File: src/rtl/spi_controller_pkg.sv
// Shared types and constants for the SPI byte controller and its clock generator.
package spi_controller_pkg;

    typedef enum logic [2:0] {
        IDLE,
        SETUP,
        SHIFT,
        GAP,
        TEARDOWN
    } state_e;

    typedef struct packed {
        logic cpol;
        logic cpha;
    } mode_t;

    localparam logic [1:0] MODE0 = 2'b00;
    localparam logic [1:0] MODE1 = 2'b01;
    localparam logic [1:0] MODE2 = 2'b10;
    localparam logic [1:0] MODE3 = 2'b11;

    localparam int unsigned        EDGE_W         = 5;
    localparam logic [EDGE_W-1:0]  EDGES_PER_BYTE = 5'd16;

endpackage

File: src/rtl/spi_clk_gen.sv
// Half-period timer for the SPI clock: raises tick_o in the cycle before an spi_clk
// edge is registered and reports which edge (1..16) of the byte that will be.
module spi_clk_gen
    import spi_controller_pkg::*;
#(
    parameter int unsigned HALF_PERIOD = 4
) (
    input  logic              clk,
    input  logic              rstb,
    input  logic              ena_i,
    input  logic              run_i,
    output logic              tick_o,
    output logic [EDGE_W-1:0] edge_idx_o
);

    localparam logic [7:0] HP_LAST = 8'(HALF_PERIOD - 1);

    logic [7:0] hp_cnt_q, hp_cnt_d;
    logic [3:0] edge_cnt_q, edge_cnt_d;

    assign tick_o     = run_i && (hp_cnt_q == HP_LAST);
    assign edge_idx_o = {1'b0, edge_cnt_q} + 5'd1;

    // NOTE: every _d gets its hold value first, so no path through the block can infer a latch.
    always_comb begin
        hp_cnt_d   = hp_cnt_q;
        edge_cnt_d = edge_cnt_q;
        if (!run_i) begin
            hp_cnt_d   = '0;
            edge_cnt_d = '0;
        end else if (tick_o) begin
            hp_cnt_d   = '0;
            edge_cnt_d = edge_cnt_q + 4'd1;
        end else begin
            hp_cnt_d   = hp_cnt_q + 8'd1;
        end
    end

    // NOTE: non-blocking assignments keep every register updating from pre-edge values.
    always_ff @(posedge clk or negedge rstb) begin
        if (!rstb) begin
            hp_cnt_q   <= '0;
            edge_cnt_q <= '0;
        end else if (ena_i) begin
            hp_cnt_q   <= hp_cnt_d;
            edge_cnt_q <= edge_cnt_d;
        end
    end

endmodule

File: src/rtl/spi_controller.sv
// SPI master moving one byte per start request in any CPOL/CPHA mode, holding
// chip select across back-to-back bytes until a byte flagged last completes.
module spi_controller
    import spi_controller_pkg::*;
#(
    parameter int unsigned HALF_PERIOD = 4
) (
    input  logic       clk,
    input  logic       rstb,
    input  logic       ena,
    input  logic [1:0] mode,
    input  logic       start,
    input  logic       last,
    input  logic [7:0] tx_data,
    output logic       busy,
    output logic [7:0] rx_data,
    output logic       rx_valid,
    output logic       spi_cs_n,
    output logic       spi_clk,
    output logic       spi_mosi,
    input  logic       spi_miso
);

    state_e     state_q, state_d;
    mode_t      mode_q, mode_d;
    logic       last_q, last_d;
    logic [7:0] tx_sr_q, tx_sr_d;
    logic [7:0] rx_sr_q, rx_sr_d;
    logic [7:0] rx_data_q, rx_data_d;
    logic       rx_valid_q, rx_valid_d;
    logic       cs_n_q, cs_n_d;
    logic       sclk_q, sclk_d;
    logic       mosi_q, mosi_d;
    logic       busy_q, busy_d;

    logic              run;
    logic              tick;
    logic [EDGE_W-1:0] edge_idx;
    logic              last_edge;

    // The timer also paces TEARDOWN; its edge index is simply ignored there.
    assign run       = (state_q == SETUP) || (state_q == SHIFT) || (state_q == TEARDOWN);
    assign last_edge = tick && (edge_idx == EDGES_PER_BYTE);

    spi_clk_gen #(
        .HALF_PERIOD(HALF_PERIOD)
    ) u_clk_gen (
        .clk       (clk),
        .rstb      (rstb),
        .ena_i     (ena),
        .run_i     (run),
        .tick_o    (tick),
        .edge_idx_o(edge_idx)
    );

    always_ff @(posedge clk or negedge rstb) begin
        if (!rstb) begin
            state_q <= IDLE;
        end else if (ena) begin
            state_q <= state_d;
        end
    end

    always_comb begin
        state_d = state_q;
        case (state_q)
            IDLE:     if (start)     state_d = SETUP;
            SETUP:    if (tick)      state_d = SHIFT;
            SHIFT:    if (last_edge) state_d = last_q ? TEARDOWN : GAP;
            GAP:      if (start)     state_d = SHIFT;
            TEARDOWN: if (tick)      state_d = IDLE;
            default:                 state_d = IDLE;
        endcase
    end

    always_comb begin
        mode_d     = mode_q;
        last_d     = last_q;
        tx_sr_d    = tx_sr_q;
        rx_sr_d    = rx_sr_q;
        rx_data_d  = rx_data_q;
        rx_valid_d = 1'b0;
        cs_n_d     = cs_n_q;
        sclk_d     = sclk_q;
        mosi_d     = mosi_q;
        busy_d     = (state_d == SETUP) || (state_d == SHIFT) || (state_d == TEARDOWN);

        case (state_q)
            IDLE: begin
                if (start) begin
                    mode_d  = mode_t'(mode);
                    last_d  = last;
                    tx_sr_d = tx_data;
                    cs_n_d  = 1'b0;
                    sclk_d  = mode_d.cpol;
                    if (!mode_d.cpha) mosi_d = tx_data[7];
                end
            end
            GAP: begin
                if (start) begin
                    last_d  = last;
                    tx_sr_d = tx_data;
                    if (!mode_q.cpha) mosi_d = tx_data[7];
                end
            end
            SETUP, SHIFT: begin
                if (tick) begin
                    sclk_d = ~sclk_q;
                    // Sampling edges are odd for cpha=0 and even for cpha=1.
                    if (edge_idx[0] ^ mode_q.cpha) begin
                        rx_sr_d = {rx_sr_q[6:0], spi_miso};
                    end else if (mode_q.cpha) begin
                        mosi_d  = tx_sr_q[7];
                        tx_sr_d = {tx_sr_q[6:0], 1'b0};
                    end else if (!last_edge) begin
                        mosi_d  = tx_sr_q[6];
                        tx_sr_d = {tx_sr_q[6:0], 1'b0};
                    end
                    if (last_edge) begin
                        rx_valid_d = 1'b1;
                        rx_data_d  = rx_sr_d;
                    end
                end
            end
            TEARDOWN: begin
                if (tick) cs_n_d = 1'b1;
            end
            default: ;
        endcase
    end

    always_ff @(posedge clk or negedge rstb) begin
        if (!rstb) begin
            mode_q     <= '0;
            last_q     <= 1'b0;
            tx_sr_q    <= '0;
            rx_sr_q    <= '0;
            rx_data_q  <= '0;
            rx_valid_q <= 1'b0;
            cs_n_q     <= 1'b1;
            sclk_q     <= 1'b0;
            mosi_q     <= 1'b0;
            busy_q     <= 1'b0;
        end else if (ena) begin
            mode_q     <= mode_d;
            last_q     <= last_d;
            tx_sr_q    <= tx_sr_d;
            rx_sr_q    <= rx_sr_d;
            rx_data_q  <= rx_data_d;
            rx_valid_q <= rx_valid_d;
            cs_n_q     <= cs_n_d;
            sclk_q     <= sclk_d;
            mosi_q     <= mosi_d;
            busy_q     <= busy_d;
        end
    end

    assign busy     = busy_q;
    assign rx_data  = rx_data_q;
    assign rx_valid = rx_valid_q;
    assign spi_cs_n = cs_n_q;
    assign spi_clk  = sclk_q;
    assign spi_mosi = mosi_q;

endmodule

File: config.mk
export PLATFORM = sky130hd
export DESIGN_NAME = spi_controller
export DESIGN_NICKNAME = d
export VERILOG_FILES = /design/src/rtl/spi_controller_pkg.sv /design/src/rtl/spi_clk_gen.sv /design/src/rtl/spi_controller.sv
export SDC_FILE = /design/constraint.sdc
export NUM_CORES = 1
export LEC_CHECK = 0
export CORE_ASPECT_RATIO = 0.5
export CORE_UTILIZATION = 30
export CTS_BUF_LIST = sky130_fd_sc_hd__clkbuf_4 sky130_fd_sc_hd__clkbuf_8
export CTS_CLUSTER_DIAMETER = 80
export DETAILED_ROUTE_END_ITERATION = 6
export SYNTH_ARGS = -nofsm -noshare
export SYNTH_HDL_FRONTEND = slang
export SYNTH_SLANG_ARGS = --single-unit
File: constraint.sdc
create_clock -name clk -period 4.48 [get_ports clk]
set_clock_uncertainty 0.2 [all_clocks]
set_input_delay 0.672 -clock clk [delete_from_list [all_inputs] [get_ports clk]]
set_output_delay 0.672 -clock clk [all_outputs]
set_load 0.005 [all_outputs]
After elaboration in Yosys (flattened, before gate mapping)

Cells that the tools add are included.

Register bits: 46
Output and inout port bits: 13

Add/subtract/negate cells: 3
Equal/unequal tests: 19
Muxes and demuxes: 36
Bitwise operators: 2
Reduce and logical (&&, ||, !) cells: 22

Operators with widths:

| cell                                           | count |
|---|---|
| 2-to-1 mux 8 bit                               | 8 |
| 2-to-1 mux 3 bit                               | 6 |
| != test 2 bit (second input constant)          | 8 |
| case mux 8 bit (2 select lines)                | 1 |
| 2-to-1 mux 1 bit                               | 15 |
| case mux 3 bit (5 select lines)                | 1 |
| AND reduction 4 bit                            | 3 |
| == test 3 x 2 -> 1 bit (second input constant) | 3 |
| AND reduction 3 bit                            | 3 |
| AND reduction 9 bit                            | 1 |
| adder 8 x 1 -> 8 bit (second input constant)   | 1 |
| == test 8 x 2 -> 1 bit (second input constant) | 1 |
| 2-to-1 mux 4 bit                               | 2 |
| == test 3 x 1 -> 1 bit (second input constant) | 2 |
| == test 3 bit (second input constant)          | 2 |
| AND reduction 6 bit                            | 1 |
| nonzero test 2 bit                             | 3 |
| adder 4 x 1 -> 5 bit (second input constant)   | 1 |
| == test 5 bit (second input constant)          | 1 |
| adder 4 x 1 -> 4 bit (second input constant)   | 1 |
| logical OR 1 bit                               | 4 |
| case mux 1 bit (2 select lines)                | 2 |
| OR reduction 2 bit                             | 2 |
| zero test 3 bit                                | 1 |
| 8 further kinds                                | 9 |

Logic depth before layout (Yosys ltp)

Word-level depth: 10
Depth in mapped cells: 7
Depth with buffers taken out: 6

Hierarchy

From an unflattened synthesis, not the netlist that was laid out.

Cells, all modules: 241
Area, all modules: 2498.6 um^2

By module, submodules not included:

| module         | times used | cells each | area each (um^2) | seq. area each (um^2) |
|---|---|---|---|---|
| spi_controller | 1          | 167        | 1801.7           | 852.1 |
| spi_clk_gen    | 1          | 74         | 696.9            | 300.3 |

Worst setup path before layout

OpenSTA, ideal clock, no wires.

Path kind: input-to-reg
Start: input ena
End: register mosi_q, in the netlist spi_mosi
Data arrival time: 1.888 ns
Slack: 2.267 ns
Cell stages on the path: 6
Buffers on the path: 1
Path through: buf_2 > inv_1 > nor2_1 > nor4b_4 > o21ai_2 > mux2_4

Word-level cells in the longest chain between the ends: 1

RTL lines:

| what                                 | line                  | RTL |
|---|---|---|
| start, declared                      | spi_controller.sv:10  | `input logic ena,` |
| AND reduction 9 bit (no source line) | -                     |  |
| end signal, assigned                 | spi_controller.sv:153 | `mosi_q <= mosi_d;` |
| end, declared                        | spi_controller.sv:33  | `logic mosi_q, mosi_d;` |

No other way between the ends.
A chain may end at the register's enable or synchronous reset.

Worst setup path after layout

Same ends and word-level chain as after synthesis.

==> impl_metrics.env <==
export IMPL_hp_class="flip-flop to flip-flop"
export IMPL_place_hpwl_um=3484
export IMPL_multi_input_comb_area_um2=1154
export IMPL_cp_max_fo=17
export IMPL_syn_nets=246
export IMPL_post_route_period_util_pct=66.02
export IMPL_cts_tree="yes"
export IMPL_syn_inst=228
export IMPL_cts_htree_levels=2
export IMPL_rows=22
export IMPL_area_delta_synth_final_pct=21.14
export IMPL_end_kind="flip-flop"
export IMPL_die_area_um2=8272
export IMPL_grt_pass1_vias=1795
export IMPL_num_antenna_cells=0
export IMPL_syn_cell_area_um2=2367
export IMPL_core_area_um2=7487
export IMPL_outcome="complete, no violations"
export IMPL_crit_arrival_ns=2.95
export IMPL_drc=0
export IMPL_fin_nets=275
export IMPL_port_buffers=28
export IMPL_critPathRequiredTime_ns=4.47
export IMPL_hold_buffers=0
export IMPL_slew_limit_headroom_pct=32.62
export IMPL_peakVddDrop_v=0.0001998
export IMPL_met3_length_um=177
export IMPL_gr_total_overflow=0
export IMPL_drt_iter0_drc=109
export IMPL_antenna_found_initial=0
export IMPL_routabilityCongestion=0.8247
export IMPL_power_leakage_nw=1.221
export IMPL_avgRoutedWirePerCell_um=13.39
export IMPL_fillers=756
export IMPL_worst_slew_pin_slew_ns=1.011
export IMPL_seqCellArea_um2=1152
export IMPL_ys_seq_area_share_pct=48.68
export IMPL_synthArstFlopShare_pct=100.0
export IMPL_period_minus_slack_ns=2.958
export IMPL_grt_first_pass_wirelength_um=8535
export IMPL_synth_top_cell_area_share_pct=47.57
export IMPL_clk_pin_slew_worst_paths_ns=0.08
export IMPL_ys_ff_latch=46
export IMPL_via_count=1797
export IMPL_yosysUniqueCellTypes=46
export IMPL_via_per_inst=4.910
export IMPL_wirelength_um=4901
export IMPL_ys_top_cells_by_area="dfrtp_1 48%, mux2i_1 6.8%, mux2_2 6.2%, nor2_1 4.4%, o21ai_0 3.4%"
export IMPL_fin_tns_setup_ns=0
export IMPL_hold_ws_ns=0.2839
export IMPL_layout_commonest_cell="dfrtp_1"
export IMPL_power_density_nw_per_um2=535.6
export IMPL_synth_area_leader_cell="dfrtp_1"
export IMPL_cts_sinks=46
export IMPL_grt_max_degree=47
export IMPL_cts_inserted_buffers=5
export IMPL_clockRootBuffer="clkbuf_8"
export IMPL_cap_violations=0
export IMPL_die_x_um=127.6
export IMPL_cp_start_kind="input port"
export IMPL_io_pins=29
export IMPL_syn_area_per_cell_um2=10.38
export IMPL_drv_slew=0
export IMPL_ctsResizeCount=0
export IMPL_post_cts_setup_buffer_count=0
export IMPL_setup_viol=0
export IMPL_finalHoldViolCount=0
export IMPL_clkLatencyLatePin_ns=0.30
export IMPL_track_usage_pct=13.24
export IMPL_first_pass_iters=5
export IMPL_ys_flop_type="dfrtp_1"
export IMPL_total_power_mw=1.536
export IMPL_rsz0062_at_grt="false"
export IMPL_wl_met2_um=2387
export IMPL_met1_length_um=2267
export IMPL_critPathKind="input port to flip-flop"
export IMPL_postRouteAntennaNets=0
export IMPL_fmax_mhz=338.1
export IMPL_die_y_um=64.82
export IMPL_drive_gt1_share_pct=13.18
export IMPL_yosysWarnings=0
export IMPL_final_cell_mix="45 x dfrtp_1, 28 x nor2_1, 27 x clkdlybuf4s50_1, 19 x nand2_1"
export IMPL_cts_path_max_buffers=2
export IMPL_synth_edf_count=0
export IMPL_highest_layer="met4"
export IMPL_initial_core_util_pct=31.62
final timing paths:
kind / startpoint / endpoint / slack [ns] / depth (start not counted)
hold / removal: spi_clk / spi_clk / 0.28 / 1
setup / recovery: ena / spi_mosi / 1.52 / 7
min in group asynchronous: rstb / rx_data[5] / 0.33 / 1
setup reg to reg: u_clk_gen.hp_cnt_q[0] / rx_data[3] / 1.94 / 6
hold reg to reg: spi_clk / spi_clk / 0.28 / 1
max in group asynchronous: rstb / state_q[0] / 3.12 / 1
metal layers:
layer	GRT usage, %	up-vias
li1	-	867
met1	16.53	891
met2	22.54	31
met3	3.386	8
met4	4.412	0
met5	0	-
Yosys cell counts (2+ instances only):
cell type and instances:
a21oi_1 12, a22o_1 2, a311oi_1 2, and3_1 4
buf_2 4, clkbuf_1 3, dfrtp_1 45, ha_1 2
inv_1 6, mux2_2 13, mux2i_1 16, nand2_1 19
nand2b_1 2, nand3_1 5, nand3b_1 4, nand4_1 3
nor2_1 28, nor2b_1 2, nor3_1 3, nor3b_1 2
o21ai_0 16, o21ai_1 2, o22ai_1 2, o31ai_1 2
xnor2_1 4, xor2_1 5
logic make-up (layout without fill, tap and decap cells):
family          count (synthesis)  count (layout)  share of synthesized area (%)
compound gates                 46              46                          11.68
xor+xnor                       10              10                          4.017
fa+ha+maj                       2               2                          1.057
buf+inv                        14              44                          2.590
flops                          46              46                          48.68
mux                            30              30                          13.58
simple gates                   80              80                          18.39
stage by stage:
stage                     instances  worst slack (ns)  util (%)  cell area, um^2
after floorplan                 228             2.267         -             2367
after CTS                       366             1.557     38.30             2868
after global placement          358             1.344     36.78             2754
final                           366             1.522     38.30             2868
after detailed placement        358             1.258     36.78             2754
after global routing            366             1.455     38.30             2868
state kept, by name, indices dropped and copies added, names as in the netlist:
name,flops
rx_data,8
spi_clk,1
rx_sr_q,8
u_clk_gen.edge_cnt_q,4
tx_sr_q,8
u_clk_gen.hp_cnt_q,8
rx_valid,1
busy,1
state_q,3
spi_mosi,1
spi_cs_n,1
mode_q,1
last_q,1
area by class of cell:
type | instances | area share [%]
multi-input combinational | 168 | 40.23
sequential | 46 | 40.18
timing repair buffer | 30 | 10.12
tap | 108 | 4.712
clock buffer | 6 | 2.661
clock inverter | 2 | 1.309
inverter | 6 | 0.7853
report_power, final:
part	leakage [nW]	internal (mW)	total, mW	switching [mW]
combinational	0.571	0.296	0.606	0.310
clock	0.0548	0.173	0.319	0.147
sequential	0.595	0.503	0.611	0.107
total	1.22	0.972	1.54	0.564
worst max-delay path, stage by stage:
cell and delay (ns):
clkdlybuf4s50_1 0.85, inv_1 0.23, nor2_1 0.31, nor4b_4 0.25, buf_4 0.24, o21ai_2 0.08, mux2_4 0.30
No activity file was read; power rests on OpenSTA's default activity.
